`src/rtl/mouse_pkg.sv`:
```
// Shared constants and decode helpers for the Kempston mouse interface.
package mouse_pkg;

  // Which mouse register a Z80 read is aimed at, from A8/A10.
  typedef enum logic [1:0] {
    SEL_KEY  = 2'd0,
    SEL_X    = 2'd1,
    SEL_Y    = 2'd2,
    SEL_NONE = 2'd3
  } port_sel_e;

  // Partial port match: A0=A1=A7=1, A5=0, M1 high (not an opcode fetch).
  localparam logic PM_A0 = 1'b1;
  localparam logic PM_A1 = 1'b1;
  localparam logic PM_A7 = 1'b1;
  localparam logic PM_A5 = 1'b0;
  localparam logic PM_M1 = 1'b1;

  // KEY byte filler bits.
  localparam logic       KEY_RSVD_BIT = 1'b1;
  localparam logic       KEY_NO_BTN2  = 1'b1;
  localparam logic [3:0] KEY_NO_WHEEL = 4'hF;

  // Reset values.
  localparam logic [7:0] RST_X   = 8'h00;
  localparam logic [7:0] RST_Y   = 8'h00;
  localparam logic [3:0] RST_W   = 4'hF;
  localparam logic [2:0] RST_BTN = 3'b000;
  localparam logic [7:0] RST_D   = 8'hFF;

  function automatic port_sel_e decode_port(input logic a8, input logic a10);
    port_sel_e sel;
    case ({a10, a8})
      2'b00:   sel = SEL_KEY;
      2'b01:   sel = SEL_X;
      2'b11:   sel = SEL_Y;
      default: sel = SEL_NONE;
    endcase
    return sel;
  endfunction

endpackage

```
`src/rtl/mouse_upd_fifo.sv`:
```
// Synchronous first-word-fall-through FIFO for MCU motion updates.
module mouse_upd_fifo #(
  parameter int unsigned DEPTH = 4,
  parameter int unsigned WIDTH = 23
) (
  input  logic             clk,
  input  logic             rst,
  input  logic             push,
  input  logic [WIDTH-1:0] wdata,
  input  logic             pop,
  output logic [WIDTH-1:0] rdata,
  output logic             full,
  output logic             empty
);

  localparam int unsigned AW = $clog2(DEPTH);
  localparam logic [AW-1:0] PTR_ONE  = AW'(1);
  localparam logic [AW:0]   CNT_ONE  = (AW+1)'(1);
  localparam logic [AW:0]   CNT_FULL = (AW+1)'(DEPTH);

  logic [WIDTH-1:0] mem [DEPTH];
  logic [AW-1:0]    wr_ptr;
  logic [AW-1:0]    rd_ptr;
  logic [AW:0]      count;
  logic             do_push;
  logic             do_pop;

  assign full    = (count == CNT_FULL);
  assign empty   = (count == '0);
  assign do_push = push & ~full;
  assign do_pop  = pop & ~empty;
  assign rdata   = mem[rd_ptr];

  // Storage write; contents need no reset since count gates every read.
  always_ff @(posedge clk) begin
    if (do_push) mem[wr_ptr] <= wdata;
  end

  // Pointers and occupancy; simultaneous push and pop leave count unchanged.
  always_ff @(posedge clk or posedge rst) begin
    if (rst) begin
      wr_ptr <= '0;
      rd_ptr <= '0;
      count  <= '0;
    end else begin
      if (do_push) wr_ptr <= wr_ptr + PTR_ONE;
      if (do_pop)  rd_ptr <= rd_ptr + PTR_ONE;
      case ({do_push, do_pop})
        2'b10:   count <= count + CNT_ONE;
        2'b01:   count <= count - CNT_ONE;
        default: count <= count;
      endcase
    end
  end

endmodule

```
`src/rtl/mouse_controller_sync.sv`:
```
// Kempston mouse for ZX BUS: buffered MCU updates, X/Y/wheel accumulators,
// bus-synchronised snapshot register for #FADF/#FBDF/#FFDF reads.
module mouse_controller_sync
  import mouse_pkg::*;
#(
  parameter int unsigned DELTA_W     = 8,
  parameter int unsigned FIFO_DEPTH  = 4,
  parameter int unsigned NUM_BUTTONS = 3,
  parameter int unsigned WHEEL_EN    = 1
) (
  input  logic               CLK,
  input  logic               RST,
  input  logic               UPD_VALID,
  output logic               UPD_READY,
  input  logic [DELTA_W-1:0] UPD_DX,
  input  logic [DELTA_W-1:0] UPD_DY,
  input  logic [3:0]         UPD_DW,
  input  logic [2:0]         UPD_BTN,
  input  logic               A0,
  input  logic               A1,
  input  logic               A5,
  input  logic               A7,
  input  logic               A8,
  input  logic               A10,
  input  logic               M1,
  input  logic               RD,
  input  logic               IORQ,
  output logic               IORQGE,
  output logic [7:0]         D,
  output logic               D_OE
);

  localparam int unsigned ENTRY_W = 2 * DELTA_W + 7;

  logic                      partial_match;
  logic                      bus_en;
  port_sel_e                 raw_sel;
  port_sel_e                 sync_sel;
  logic                      en_s1, en_s2, en_s3;
  logic                      a8_s1, a8_s2;
  logic                      a10_s1, a10_s2;
  logic                      en_rise;

  logic                      ready_q;
  logic                      fifo_full;
  logic                      fifo_empty;
  logic                      fifo_push;
  logic                      fifo_pop;
  logic                      do_pop;
  logic [ENTRY_W-1:0]        wr_entry;
  logic [ENTRY_W-1:0]        rd_entry;
  logic signed [DELTA_W-1:0] pop_dx;
  logic signed [DELTA_W-1:0] pop_dy;
  logic [3:0]                pop_dw;
  logic [2:0]                pop_btn;
  logic [7:0]                dx8;
  logic [7:0]                dy8;

  logic [7:0]                x_cnt;
  logic [7:0]                y_cnt;
  logic [3:0]                w_cnt;
  logic [2:0]                btn_q;
  logic [7:0]                key_byte;
  logic [7:0]                sel_value;
  logic [7:0]                d_q;

  // Raw-bus decode: IORQGE and D_OE react to the pins without any clock.
  assign partial_match = (A0 == PM_A0) & (A1 == PM_A1) & (A7 == PM_A7) &
                         (A5 == PM_A5) & (M1 == PM_M1);
  assign bus_en  = partial_match & ~RD & ~IORQ;
  assign raw_sel = decode_port(A8, A10);
  assign IORQGE  = ~partial_match;
  assign D_OE    = bus_en & (raw_sel != SEL_NONE);
  assign D       = d_q;

  // Two-flop synchroniser for the bus strobe and port select, plus edge history.
  always_ff @(posedge CLK or posedge RST) begin
    if (RST) begin
      en_s1  <= 1'b0;
      en_s2  <= 1'b0;
      en_s3  <= 1'b0;
      a8_s1  <= 1'b0;
      a8_s2  <= 1'b0;
      a10_s1 <= 1'b0;
      a10_s2 <= 1'b0;
    end else begin
      en_s1  <= bus_en;
      en_s2  <= en_s1;
      en_s3  <= en_s2;
      a8_s1  <= A8;
      a8_s2  <= a8_s1;
      a10_s1 <= A10;
      a10_s2 <= a10_s1;
    end
  end

  assign en_rise  = en_s2 & ~en_s3;
  assign sync_sel = decode_port(a8_s2, a10_s2);

  // Ready is held low during reset and comes up on the first clock after it.
  always_ff @(posedge CLK or posedge RST) begin
    if (RST) ready_q <= 1'b0;
    else     ready_q <= 1'b1;
  end

  assign UPD_READY = ready_q & ~fifo_full;
  assign fifo_push = UPD_VALID & UPD_READY;
  assign fifo_pop  = ~en_s2;
  assign do_pop    = fifo_pop & ~fifo_empty;
  assign wr_entry  = {UPD_BTN, UPD_DW, UPD_DY, UPD_DX};
  assign {pop_btn, pop_dw, pop_dy, pop_dx} = rd_entry;

  // Signed size cast sign-extends narrow deltas and truncates wide ones.
  assign dx8 = 8'(pop_dx);
  assign dy8 = 8'(pop_dy);

  mouse_upd_fifo #(
    .DEPTH (FIFO_DEPTH),
    .WIDTH (ENTRY_W)
  ) u_fifo (
    .clk   (CLK),
    .rst   (RST),
    .push  (fifo_push),
    .wdata (wr_entry),
    .pop   (fifo_pop),
    .rdata (rd_entry),
    .full  (fifo_full),
    .empty (fifo_empty)
  );

  // Accumulate one update per clock; frozen while a synced bus read is active.
  always_ff @(posedge CLK or posedge RST) begin
    if (RST) begin
      x_cnt <= RST_X;
      y_cnt <= RST_Y;
      w_cnt <= RST_W;
      btn_q <= RST_BTN;
    end else if (do_pop) begin
      x_cnt <= x_cnt + dx8;
      y_cnt <= y_cnt + dy8;
      w_cnt <= w_cnt + pop_dw;
      btn_q <= pop_btn;
    end
  end

  // KEY byte: wheel nibble, reserved bit, active-low buttons.
  always_comb begin
    key_byte = {KEY_NO_WHEEL, KEY_RSVD_BIT, KEY_NO_BTN2, ~btn_q[1], ~btn_q[0]};
    if (WHEEL_EN != 0)    key_byte[7:4] = w_cnt;
    if (NUM_BUTTONS == 3) key_byte[2]   = ~btn_q[2];
  end

  // Register selected by the synchronised address; undecoded keeps the old snapshot.
  always_comb begin
    case (sync_sel)
      SEL_KEY: sel_value = key_byte;
      SEL_X:   sel_value = x_cnt;
      SEL_Y:   sel_value = y_cnt;
      default: sel_value = d_q;
    endcase
  end

  // Snapshot loads once per read, on the rising edge of the synced strobe.
  always_ff @(posedge CLK or posedge RST) begin
    if (RST)          d_q <= RST_D;
    else if (en_rise) d_q <= sel_value;
  end

endmodule
```
`config.mk`:
```
export PLATFORM = sky130hd
export DESIGN_NAME = mouse_controller_sync
export DESIGN_NICKNAME = d
export VERILOG_FILES = /design/src/rtl/mouse_pkg.sv /design/src/rtl/mouse_upd_fifo.sv /design/src/rtl/mouse_controller_sync.sv
export SDC_FILE = /design/constraint.sdc
export NUM_CORES = 1
export LEC_CHECK = 0
export BUFFER_PORTS_ARGS = -buffer_cell sky130_fd_sc_hd__buf_2
export CELL_PAD_IN_SITES_DETAIL_PLACEMENT = 1
export CELL_PAD_IN_SITES_GLOBAL_PLACEMENT = 2
export CORE_UTILIZATION = 25
export CTS_CLUSTER_DIAMETER = 150
export CTS_CLUSTER_SIZE = 10
export DETAILED_ROUTE_END_ITERATION = 7
export PLACE_DENSITY = 0.55
export SLEW_MARGIN = 15
export SYNTH_ARGS = -nofsm -noshare
export SYNTH_HDL_FRONTEND = slang
export SYNTH_SLANG_ARGS = --single-unit
export TNS_END_PERCENT = 100
```
`constraint.sdc`:
```
create_clock -name CLK -period 7.1 [get_ports CLK]
set_clock_uncertainty 0.2 [all_clocks]
set_input_delay 0.355 -clock CLK [delete_from_list [all_inputs] [get_ports CLK]]
set_output_delay 0.355 -clock CLK [all_outputs]
set_load 0.01 [all_outputs]
```
; ---- Word-level counts from Yosys, hierarchy flattened
; Memories as Yosys holds them, arrays and structs flattened.
; Index checks and enable logic that the tools add are counted.
[classes]
n_addsub = 7
n_mul = 0
div = 0
magnitude_cmp = 0
n_eq_ne = 10
n_shift = 0
n_mux = 6
bitwise = 23
n_reduce_logical = 7
[ops]
columns = operator, count
row1 = 8-bit one-hot mux with 3 select lines, 1
row2 = 8-bit adder, 2
row3 = 1-bit bitwise AND, 12
row4 = 2-bit one-hot mux with 3 select lines, 2
row5 = 1-bit NOT, 11
row6 = "2-bit by 1-bit == test with 1-bit output, second input constant", 4
row7 = "2-bit == test, second input constant", 4
row8 = 2-bit logical NOT, 3
row9 = 3-bit one-hot mux with 2 select lines, 1
row10 = "2-bit by 1-bit adder with 2-bit output, second input constant", 2
row11 = 4-bit adder, 1
row12 = "3-bit by 1-bit adder with 3-bit output, second input constant", 1
row13 = "3-bit == test, second input constant", 1
row14 = 3-bit logical NOT, 1
row15 = 3-bit nonzero test, 1
row16 = "3-bit by 1-bit subtractor with 3-bit output, second input constant", 1
row17 = 1-bit 2-to-1 mux, 2
row18 = "2-bit inequality test, second input constant", 1
row19 = 2-bit AND reduction, 1
row20 = 2-bit nonzero test, 1
[totals]
reg_bits = 46
latch_bits = 0
mem_bits_rw = 92
rom_bits = 0
input_bits = 35
word_cells = 70
mem_count = 1
[memory_table]
columns = name, words, width, rd, rd_clocked_by_memory_dff, write_ports, line
row1 = u_fifo.mem, 4, 23, 1, 0, 1, mouse_upd_fifo.sv:21  ; logic [WIDTH-1:0] mem [DEPTH];

; ---- Logic depth before layout (Yosys ltp)
; Gate-level depths: netlist of the first run.
[depth]
word_depth = 7
depth_mapped = 11

; ---- Hierarchy
; A second synthesis of the first run with hierarchy kept.
[unflattened]
hier_cells = 406
hier_area_um2 = 6155.9
[modules_own_cells]
columns = mod, instances, cells_each, area_each_um2, seq_area_each_um2
row1 = mouse_upd_fifo, 1, 159, 3794.9, 2937.8
row2 = mouse_controller_sync, 1, 247, 2361.0, 991.0

; ---- Worst setup path before layout of the first run
; OpenSTA, ideal clock, no wires.
[synth_path]
path_type = register to register
startpoint = register u_fifo.rd_ptr[0]
endpoint = register x_cnt[6]
setup_time_ps = 69
arrival_ps = 2614
required_ps = 6831
path_slack_ps = 4218
path_stages_with_launch = 12
period_less_slack_ps = 2882
cell_sequence = dfrtp_1 buf_6 buf_2 mux4_2 ha_1 inv_1 fa_1 nor2b_1 o21ai_0 a21boi_0 or4_1 nand3_1
[synth_between]
elab_chain_cells = 2
[synth_rtl]
columns = item, line
row1 = from (decl), mouse_upd_fifo.sv:23  ; logic [AW-1:0] rd_ptr;
row2 = from (signal assigned), mouse_upd_fifo.sv:47  ; if (do_pop) rd_ptr <= rd_ptr + PTR_ONE;
row3 = memory 4 x 23 bit, n/a
row4 = 8-bit adder, mouse_controller_sync.sv:139  ; x_cnt <= x_cnt + dx8;
row5 = to (signal assigned), mouse_controller_sync.sv:139
row6 = to (decl), mouse_controller_sync.sv:59  ; logic [7:0] x_cnt;
; Every way passes these cells.
; A chain may end at the register's enable or synchronous reset.

; ---- Worst setup path in the final report of the first run
; Ends and elaborated chain as after synthesis.

==> impl_metrics.env, run 1 <==
export IMPL_avgRoutedWirePerCell_um=15.5
export IMPL_first_global_vias=3774
export IMPL_rr_worst_depth=8
export IMPL_port_buffers=45
export IMPL_ctsHtreeMaxLevel=4
export IMPL_drive_gt1_frac=0.244
export IMPL_io_pins=46
export IMPL_initial_core_util=0.259
export IMPL_core_um2=22900
export IMPL_crit_slowest_cell="dfrtp_1"
export IMPL_p_int_mw=2.14
export IMPL_slew_viol_final=0
export IMPL_cp_start_kind="flop"
export IMPL_maxCapViolations=0
export IMPL_power_frac_seq=0.364
export IMPL_outcome="finished with violations"
export IMPL_place_area_um2=6530
export IMPL_crit_family="flip-flops"
export IMPL_ys_top_cells_by_count="edfxtp_1, nand2_1, dfrtp_1"
export IMPL_synth_most_common_cell="edfxtp_1"
export IMPL_fmax_ghz=0.291
export IMPL_reg2reg_from="u_fifo.rd_ptr[0]"
export IMPL_crit_buf_inv=1
export IMPL_syn_instance_count=391
export IMPL_leakage_nw=2.82
export IMPL_dp_hpwl_um=8440
export IMPL_hp_class="input pin to async pin"
export IMPL_arrival_ns=3.58
export IMPL_power_switching_mw=1.07
export IMPL_yosys_warnings=0
export IMPL_synth_top_flop_cell="edfxtp_1"
export IMPL_crit_path_end_kind="flop"
export IMPL_dieArea_um2=24300
export IMPL_nFillCells=2428
export IMPL_rows=55
export IMPL_nets=536
export IMPL_synth_area_um2=5930
export IMPL_crit_fanout=16
export IMPL_clk_pin_slew_ns=0.06
export IMPL_grt_max_degree=47
export IMPL_combPwrFrac=0.365
export IMPL_antenna_found_initial=0
export IMPL_gp_congestion=0.732
export IMPL_fp_dieW_um=156
export IMPL_yosys_cell_types_count=37
export IMPL_gr_usage_all_layers=0.113
export IMPL_synthTopCellsByArea="edfxtp_1, dfrtp_1, mux4_2"
export IMPL_num_vias=3404
export IMPL_worst_setup_path_type="flop to flop"
export IMPL_synth_edf_count=92
export IMPL_setup_tns_ns=0
export IMPL_cts_tree="yes"
export IMPL_cts_root_buf="clkbuf_16"
export IMPL_setup_violations=0
export IMPL_clkSinkCount=138
export IMPL_violations="negative hold slack"
export IMPL_p_clk_frac=0.271
export IMPL_tightest_slew_ns=1.02
export IMPL_post_cts_buffers=0
export IMPL_swShare=0.333
export IMPL_p_per_area_nw_per_um2=435
export IMPL_die_h_um=156
export IMPL_wl_um=12500
export IMPL_power_total_mw=3.21
export IMPL_postRouteAntennaNets=0
export IMPL_fin_crit_sh=0.484
export IMPL_synth_nets=452
export IMPL_fin_crit_ns=3.43
export IMPL_hold_buffers=27
export IMPL_synth_top_area_frac=0.466
export IMPL_slew_headroom=0.320
export IMPL_grt_pass1_wl_um=20100
export IMPL_yosys_area_top_type="edfxtp_1"
export IMPL_drt_iter0_markers=119
export IMPL_clockBufferDepth=2
export IMPL_hold_viol=14
export IMPL_synthArstFlopShare=0.333
export IMPL_rsz0062_at_grt="no"
export IMPL_reg2reg_to="x_cnt[6]"
export IMPL_utilization=0.322
export IMPL_cts_buffers=17
export IMPL_insertion_delay_ns=0.41
export IMPL_cpPeakStageDelay_ns=0.73
export IMPL_grt_overflow_total=0
export IMPL_avgSynthCellArea_um2=15.2
export IMPL_vias_per_cell=4.25
export IMPL_cts_resized=0
export IMPL_ir_worst_vdd_uv=184
export IMPL_worstPathRequired_ns=7.24
export IMPL_syn_to_final_growth_pct=24.6
export IMPL_dr_pass1_iters=4
export IMPL_drcViolationCount=0
export IMPL_hold_ws_ns=-0.0169
export IMPL_reg2reg_slack_ns=3.67
export IMPL_ys_seq_area_frac=0.663
export IMPL_final_area_um2=7390
export IMPL_num_antenna_cells=0
export IMPL_yosys_register_bits=138
export IMPL_crit_chain="buf_4, mux4_2, ha_1, nor2b_1, o21ai_0, a21boi_0, or4_1, nand3_1"
==> state kept, by name (all words and copies together) (netlist names), 2 cells and up <==
register / count
u_fifo.mem: 92
D: 8
x_cnt: 8
y_cnt: 8
w_cnt: 4
btn_q: 3
u_fifo.count: 3
u_fifo.rd_ptr: 2
u_fifo.wr_ptr: 2
==> area by class of cell <==
type,count,area (µm²),share of cell area
Sequential cell,138,3930,0.532
Clock buffer,19,433,0.0586
Multi-Input combinational cell,220,1860,0.252
Clock inverter,13,153,0.0207
Timing Repair Buffer,79,548,0.0742
Tap cell,313,392,0.0530
Inverter,19,71.3,0.00965
==> per-stage QoR <==
| stage | worst slack, ns | std cells |
|---|---|---|
| floorplan | 4.22 | 391 |
| global placement | 3.60 | 742 |
| finish | 3.67 | 801 |
| detailed placement | 3.58 | 742 |
| CTS | 3.57 | 801 |
| global route | 3.31 | 801 |
==> worst max path at each step <==
stage | start | to | slack (ns) | cells after the start
after floorplan | u_fifo.rd_ptr[0] | x_cnt[6] | 4.22 | 11
after global placement | u_fifo.rd_ptr[0] | x_cnt[6] | 3.60 | 8
after detailed placement | u_fifo.rd_ptr[0] | x_cnt[6] | 3.58 | 8
after CTS | u_fifo.rd_ptr[0] | x_cnt[6] | 3.57 | 8
after global routing | u_fifo.rd_ptr[0] | x_cnt[6] | 3.31 | 8
final | u_fifo.rd_ptr[0] | x_cnt[6] | 3.67 | 8
==> placed cells by master, fill, tap and decap left out, drive strengths merged, types with 5 or more instances in the layout <==
cell type,count
edfxtp,92
clkbuf,19
a21oi,7
inv,19
buf,52
nor2,5
mux2i,8
dlygate4sd3,27
o21ai,29
nand2,53
xor2,5
nand3,8
xnor2,11
clkinv,8
dfrtp,34
ha,22
mux4,23
dfstp,12
==> layer usage <==
| layer | wire, µm | track usage | vias to the layer above |
|---|---|---|---|
| li1 | - | - | 1619 |
| met1 | 5750 | 0.140 | 1728 |
| met2 | 6210 | 0.191 | 47 |
| met3 | 316 | 0.0250 | 10 |
| met4 | 180 | 0.0434 | 0 |
| met5 | 0 | 0 | - |
==> kinds of logic after synthesis <==
kind of cell,after synthesis,share of synthesized area
flip-flops,138,0.663
other,1,0.000633
multiplexers,35,0.109
buffers and inverters,33,0.0230
AND/OR/NAND/NOR,87,0.0657
adder cells (fa/ha/maj),26,0.0600
XOR/XNOR,16,0.0236
AO/OA/AOI/OAI,55,0.0557
==> power groups by stage <==
stage                     clock, mW  sequential, mW  combinational [mW]
after global placement            0            1.19                1.17
after floorplan                   0            1.14               0.920
after detailed placement          0            1.19                1.19
final                         0.871            1.17                1.17
after global routing          0.923            1.20                1.35
after CTS                     0.899            1.18                1.21
No activity file was read; power rests on OpenSTA's default activity.
==> run 2: changes to the inputs <==
- ABC_AREA: not set -> 1
- PLACE_DENSITY: 0.55 -> 0.59
- clock period: 7.1 -> 3.44 ns (I/O delays scaled with it)
==> run 2 against run 1 <==
Compared with the run above:
- the run now ends clean
- cell count rose by 21%
- global-route usage rose by 2.1 points
- largest power group is now combinational logic
- sequential power increased by 100%
- clock power up 120%
==> impl_metrics.env, run 2 <==
export IMPL_yosys_area_top_type="edfxtp_1"
export IMPL_grt_pass1_wl_um=24600
export IMPL_dr_pass1_iters=4
export IMPL_yosys_register_bits=138
export IMPL_ir_worst_vdd_uv=300
export IMPL_arrival_ns=2.97
export IMPL_avgSynthCellArea_um2=11.0
export IMPL_cts_resized=0
export IMPL_setup_violations=0
export IMPL_dieArea_um2=25100
export IMPL_vias_per_cell=4.39
export IMPL_crit_fanout=16
export IMPL_clkSinkCount=138
export IMPL_clk_pin_slew_ns=0.06
export IMPL_synthTopCellsByArea="edfxtp_1, dfrtp_1, nand2_1"
export IMPL_cts_root_buf="clkbuf_16"
export IMPL_reg2reg_to="x_cnt[6]"
export IMPL_postRouteAntennaNets=0
export IMPL_gp_congestion=0.740
export IMPL_antenna_found_initial=0
export IMPL_synth_top_flop_cell="edfxtp_1"
export IMPL_syn_instance_count=555
export IMPL_rsz0062_at_grt="no"
export IMPL_reg2reg_from="u_fifo.rd_ptr[1]"
export IMPL_slew_headroom=0.416
export IMPL_drcViolationCount=0
export IMPL_insertion_delay_ns=0.42
export IMPL_maxCapViolations=0
export IMPL_yosys_cell_types_count=34
export IMPL_ys_top_cells_by_count="nand2_1, edfxtp_1, nor2_1"
export IMPL_nets=698
export IMPL_io_pins=46
export IMPL_largest_reg_flops=92
export IMPL_drive_gt1_frac=0.168
export IMPL_worst_setup_path_type="flop to flop"
export IMPL_hold_ws_ns=0.143
export IMPL_cpPeakStageDelay_ns=0.44
export IMPL_rows=56
export IMPL_synthArstFlopShare=0.333
export IMPL_drt_iter0_markers=153
export IMPL_reg2reg_slack_ns=0.57
export IMPL_first_global_vias=4520
export IMPL_fmax_ghz=0.348
export IMPL_startpoint="u_fifo.rd_ptr[1]"
export IMPL_wl_um=15200
export IMPL_crit_slowest_cell="fa_1"
export IMPL_hold_viol=0
export IMPL_layout_commonest_cell="nand2_1"
export IMPL_tightest_slew_ns=0.875
export IMPL_port_buffers=45
export IMPL_crit_chain="inv_1, buf_4, a21oi_1, a32oi_1, inv_1, fa_1, o21ai_0, nand2_1, nand2_1, nand2_1, nand3_1, nand2_1"
export IMPL_leakage_nw=3.07
export IMPL_fin_crit_sh=0.835
export IMPL_num_antenna_cells=0
export IMPL_dpl_worst_slack_ns=0.507
export IMPL_cts_tree="yes"
export IMPL_syn_to_final_growth_pct=24.6
export IMPL_layout_common_cells="nand2_1, edfxtp_1, nor2_1"
export IMPL_cp_start_kind="flop"
export IMPL_synth_edf_count=92
export IMPL_synth_top_area_frac=0.452
export IMPL_grt_max_degree=47
export IMPL_worstPathRequired_ns=3.54
export IMPL_clockBufferDepth=2
export IMPL_outcome="finished, final reports clean"
export IMPL_core_um2=23800
export IMPL_setup_ws_ns=0.568
export IMPL_yosys_warnings=0
export IMPL_wl_met3_um=368
export IMPL_wl_met1_um=7680
export IMPL_setup_worst_path_end="x_cnt[6]"
export IMPL_grt_overflow_total=0
export IMPL_num_vias=4245
export IMPL_setup_tns_ns=0
export IMPL_ctsHtreeMaxLevel=4
export IMPL_regMostFlops="u_fifo.mem"
export IMPL_p_per_area_nw_per_um2=963
export IMPL_final_area_um2=7620
export IMPL_gr_usage_all_layers=0.133
export IMPL_avgRoutedWirePerCell_um=15.7
export IMPL_initial_core_util=0.257
export IMPL_place_area_um2=6720
export IMPL_crit_path_frequent_cell="nand2_1"
export IMPL_ys_seq_area_frac=0.643
export IMPL_rr_worst_depth=12
export IMPL_die_h_um=158
export IMPL_hold_buffers=28
export IMPL_dp_hpwl_um=10200
export IMPL_fp_dieW_um=158
export IMPL_hp_class="input pin to flop"
export IMPL_utilization=0.321
export IMPL_top_layer="met4"
export IMPL_wl_met2_um=7040
export IMPL_synth_most_common_cell="nand2_1"
export IMPL_cts_buffers=17
export IMPL_hold_path_startpoint="UPD_VALID"
export IMPL_synth_nets=616
export IMPL_crit_path_end_kind="flop"
export IMPL_slew_viol_final=0
export IMPL_post_cts_buffers=0
export IMPL_synth_area_um2=6110
export IMPL_fin_crit_ns=2.87
## run 2: changes by cell type after synthesis, moves of 23 or more
cell	change
o21ai_0	+24
inv_1	+26
mux4_2	-23
nor2_1	+63
nand2_1	+50
## run 2: cell type report
cell class | count | area, µm²
well taps | 319 | 399
inverters | 47 | 178
clock buffers | 18 | 429
flip-flops and latches | 138 | 3930
repair buffers | 84 | 588
clock inverters | 13 | 191
multi-input cells | 349 | 1910
fillers | 2627 | 16100
## run 2: worst min-delay path by stage
stage | to | slack (ns) | depth (start not counted)
after floorplan | a10_s1 | 0.003 | 0
after global placement | a8_s1 | 0.10 | 1
after detailed placement | a8_s1 | 0.11 | 1
after CTS | u_fifo.wr_ptr[1] | 0.13 | 3
after global routing | a10_s2 | 0.17 | 0
final | u_fifo.wr_ptr[0] | 0.14 | 3
## run 2: through the flow
stage          power (mW)  instances
2_1_floorplan        4.59        555
3_3_place_gp         5.35        909
3_5_place_dp         5.47        909
4_1_cts              7.48        968
5_1_grt              8.03        968
6_report             7.34        968
## run 2: worst max-delay path, delay by kind of cell (launching register included)
kind,cells,cell delay (ns)
buf+inv,3,0.80
compound gates,3,0.60
fa+ha+maj,1,0.44
flops,1,0.37
simple gates,5,0.35
## run 2: report_power, final
group	switching (mW)	internal, mW	total (mW)	leakage [nW]
sequential	0.219	2.17	2.39	1.36
combinational	1.86	1.14	3.00	1.41
clock	0.731	1.22	1.95	0.303
total	2.81	4.53	7.34	3.07
## run 2: routing by layer
metal	track usage	up-vias
met4	0.0316	0
met5	0	-
met3	0.0335	5
met1	0.176	2116
li1	-	2069
met2	0.219	55
## run 2: cells by family after synthesis
| group | after synthesis | share of synthesized area |
|---|---|---|
| compound gates | 99 | 0.0909 |
| xor+xnor | 12 | 0.0172 |
| fa+ha+maj | 26 | 0.0581 |
| buf+inv | 68 | 0.0483 |
| flops | 138 | 0.643 |
| other cells | 1 | 0.000613 |
| simple gates | 211 | 0.142 |
==> run 3: changes to the inputs <==
- ABC_AREA: 1 -> 0
- PLACE_DENSITY: 0.59 -> 0.55
- clock period: 3.44 -> 2.75 ns (I/O delays scaled with it)
==> run 3 against run 2 <==
Compared with the run above:
- non-clock buffer count is 19 higher
- utilization is 1.3 points higher
- sequential power up 27%
- sequential share of layout area decreased by 0.16 points
- combinational power increased by 22%
- worst setup slack got worse by 0.49 ns
- sequential cell count unchanged
- total power rose by 20%
- critical path depth shrank 2
==> impl_metrics.env, run 3 (synthesis results as in run 1) <==
export IMPL_setup_violations=0
export IMPL_largest_reg_flops=92
export IMPL_grt_pass1_wl_um=21200
export IMPL_dieArea_um2=24300
export IMPL_die_h_um=156
export IMPL_startpoint="u_fifo.rd_ptr[0]"
export IMPL_seqCellArea_um2=3930
export IMPL_dr_pass1_iters=4
export IMPL_p_int_mw=5.83
export IMPL_drt_iter0_markers=108
export IMPL_syn_to_final_growth_pct=29.0
export IMPL_swShare=0.338
export IMPL_initial_core_util=0.259
export IMPL_fp_dieW_um=156
export IMPL_wl_um=13300
export IMPL_utilization=0.334
export IMPL_clk_pin_slew_ns=0.06
export IMPL_crit_path_end_kind="flop"
export IMPL_final_area_um2=7640
export IMPL_p_clk_frac=0.239
export IMPL_hp_class="input pin to async pin"
export IMPL_ctsHtreeMaxLevel=4
export IMPL_port_buffers=45
export IMPL_grt_overflow_total=0
export IMPL_cts_root_buf="clkbuf_16"
export IMPL_clkSinkCount=138
export IMPL_hold_ws_ns=0.0622
export IMPL_nFillCells=2412
export IMPL_worst_setup_path_type="flop to flop"
export IMPL_core_um2=22900
export IMPL_insertion_delay_ns=0.42
export IMPL_slew_viol_final=0
export IMPL_avgRoutedWirePerCell_um=16.1
export IMPL_rsz0062_at_grt="yes"
export IMPL_postRouteAntennaNets=0
export IMPL_maxCapViolations=0
export IMPL_layout_commonest_cell="edfxtp_1"
export IMPL_power_switching_mw=2.98
export IMPL_fin_crit_sh=0.972
export IMPL_fmax_ghz=0.374
export IMPL_regMostFlops="u_fifo.mem"
export IMPL_cp_start_kind="flop"
export IMPL_nets=560
export IMPL_num_antenna_cells=0
export IMPL_layout_common_cells="edfxtp_1, nand2_1, buf_2"
export IMPL_power_frac_seq=0.345
export IMPL_cts_buffers=17
export IMPL_num_vias=3497
export IMPL_grt_max_degree=38
export IMPL_combPwrFrac=0.416
export IMPL_io_pins=46
export IMPL_gr_usage_all_layers=0.119
export IMPL_slew_headroom=0.647
export IMPL_ir_worst_vdd_uv=471
export IMPL_dp_hpwl_um=9110
export IMPL_crit_fanout=6
export IMPL_gp_congestion=0.797
export IMPL_leakage_nw=2.94
export IMPL_first_global_vias=3886
export IMPL_drcViolationCount=0
export IMPL_vias_per_cell=4.24
export IMPL_antenna_found_initial=0
export IMPL_tightest_slew_ns=0.528
export IMPL_cts_tree="yes"
export IMPL_power_total_mw=8.81
export IMPL_reg2reg_from="u_fifo.rd_ptr[0]"
export IMPL_arrival_ns=2.82
export IMPL_outcome="finished, final reports clean"
export IMPL_hold_viol=0
export IMPL_drive_gt1_frac=0.303
export IMPL_fin_crit_ns=2.67
export IMPL_worstPathRequired_ns=2.90
export IMPL_clockBufferDepth=2
export IMPL_rows=55
export IMPL_place_area_um2=6690
export IMPL_multi_input_area_um2=1950
export IMPL_p_per_area_nw_per_um2=1150
## run 3: cell types whose count changed in the layout (fill, tap and decap cells not counted), moves of 5 or more
| cell | change |
|---|---|
| nor2_1 | -59 |
| nand2_1 | -50 |
| o21ai_0 | -28 |
| inv_1 | -27 |
| mux4_2 | +23 |
| nand3_1 | -18 |
| o22ai_1 | -18 |
| buf_4 | +14 |
| a21oi_1 | -8 |
| mux2i_1 | +8 |
| a31oi_1 | -7 |
| ha_1 | -6 |
| clkinv_2 | +5 |
| ha_4 | +5 |
## run 3: layer usage
metal,vias to the layer above,wire length [µm],GRT usage
met2,42,6480,0.195
met5,-,0,0
li1,1666,-,-
met3,17,286,0.0211
met4,0,250,0.0560
met1,1772,6290,0.153
## run 3: worst max-delay path, stage by stage (launching register included)
cell,delay (ns)
dfrtp_1,0.38
buf_6,0.15
mux4_2,0.50
ha_2,0.20
inv_1,0.07
fa_2,0.21
nor2b_1,0.05
o21ai_1,0.18
a21boi_1,0.10
or4_1,0.47
nand3_1,0.10
## run 3: repair_timing
item | CTS | global route
hold endpoints to repair | 136 | 0
setup buffers | 0 | 3
pin swaps | 0 | 8
hold buffers | 29 | 0
endpoints found under the setup margin | 3 | 6
resized for setup | 5 | 19
## run 3: final timing paths
path                                    end  slack [ns]  depth (start not counted)
min reg2reg                           en_s2        0.15                          0
max reg2reg                        y_cnt[6]        0.08                         10
min                        u_fifo.wr_ptr[0]        0.06                          3
min in group CLK                      en_s2        0.15                          0
max in group asynchronous          w_cnt[3]        1.63                          4
max                                y_cnt[6]        0.08                         10
## run 3: final cells by class
class,count,area share
clock inverters,9,0.00982
multi-input cells,220,0.255
inverters,19,0.00933
clock buffers,23,0.0612
flip-flops and latches,138,0.514
well taps,313,0.0512
repair buffers,103,0.0995
## run 3: stage by stage
step           setup WS, ns  TNS, ns  cells
4_1_cts             0.00433        0    822
2_1_floorplan        0.0125        0    391
5_1_grt             -0.0420  -0.0624    825
6_report             0.0776        0    825
3_5_place_dp        -0.0680  -0.0680    761
3_3_place_gp        -0.0126  -0.0223    761
## run 3: power by group through the flow
stage               sequential [mW]  clock (mW)  combinational [mW]
floorplan                      2.94           0                2.41
global placement               3.05           0                3.37
detailed placement             3.07           0                3.44
CTS                            3.03        2.17                3.52
global route                   3.09        2.24                4.12
finish                         3.04        2.10                3.66
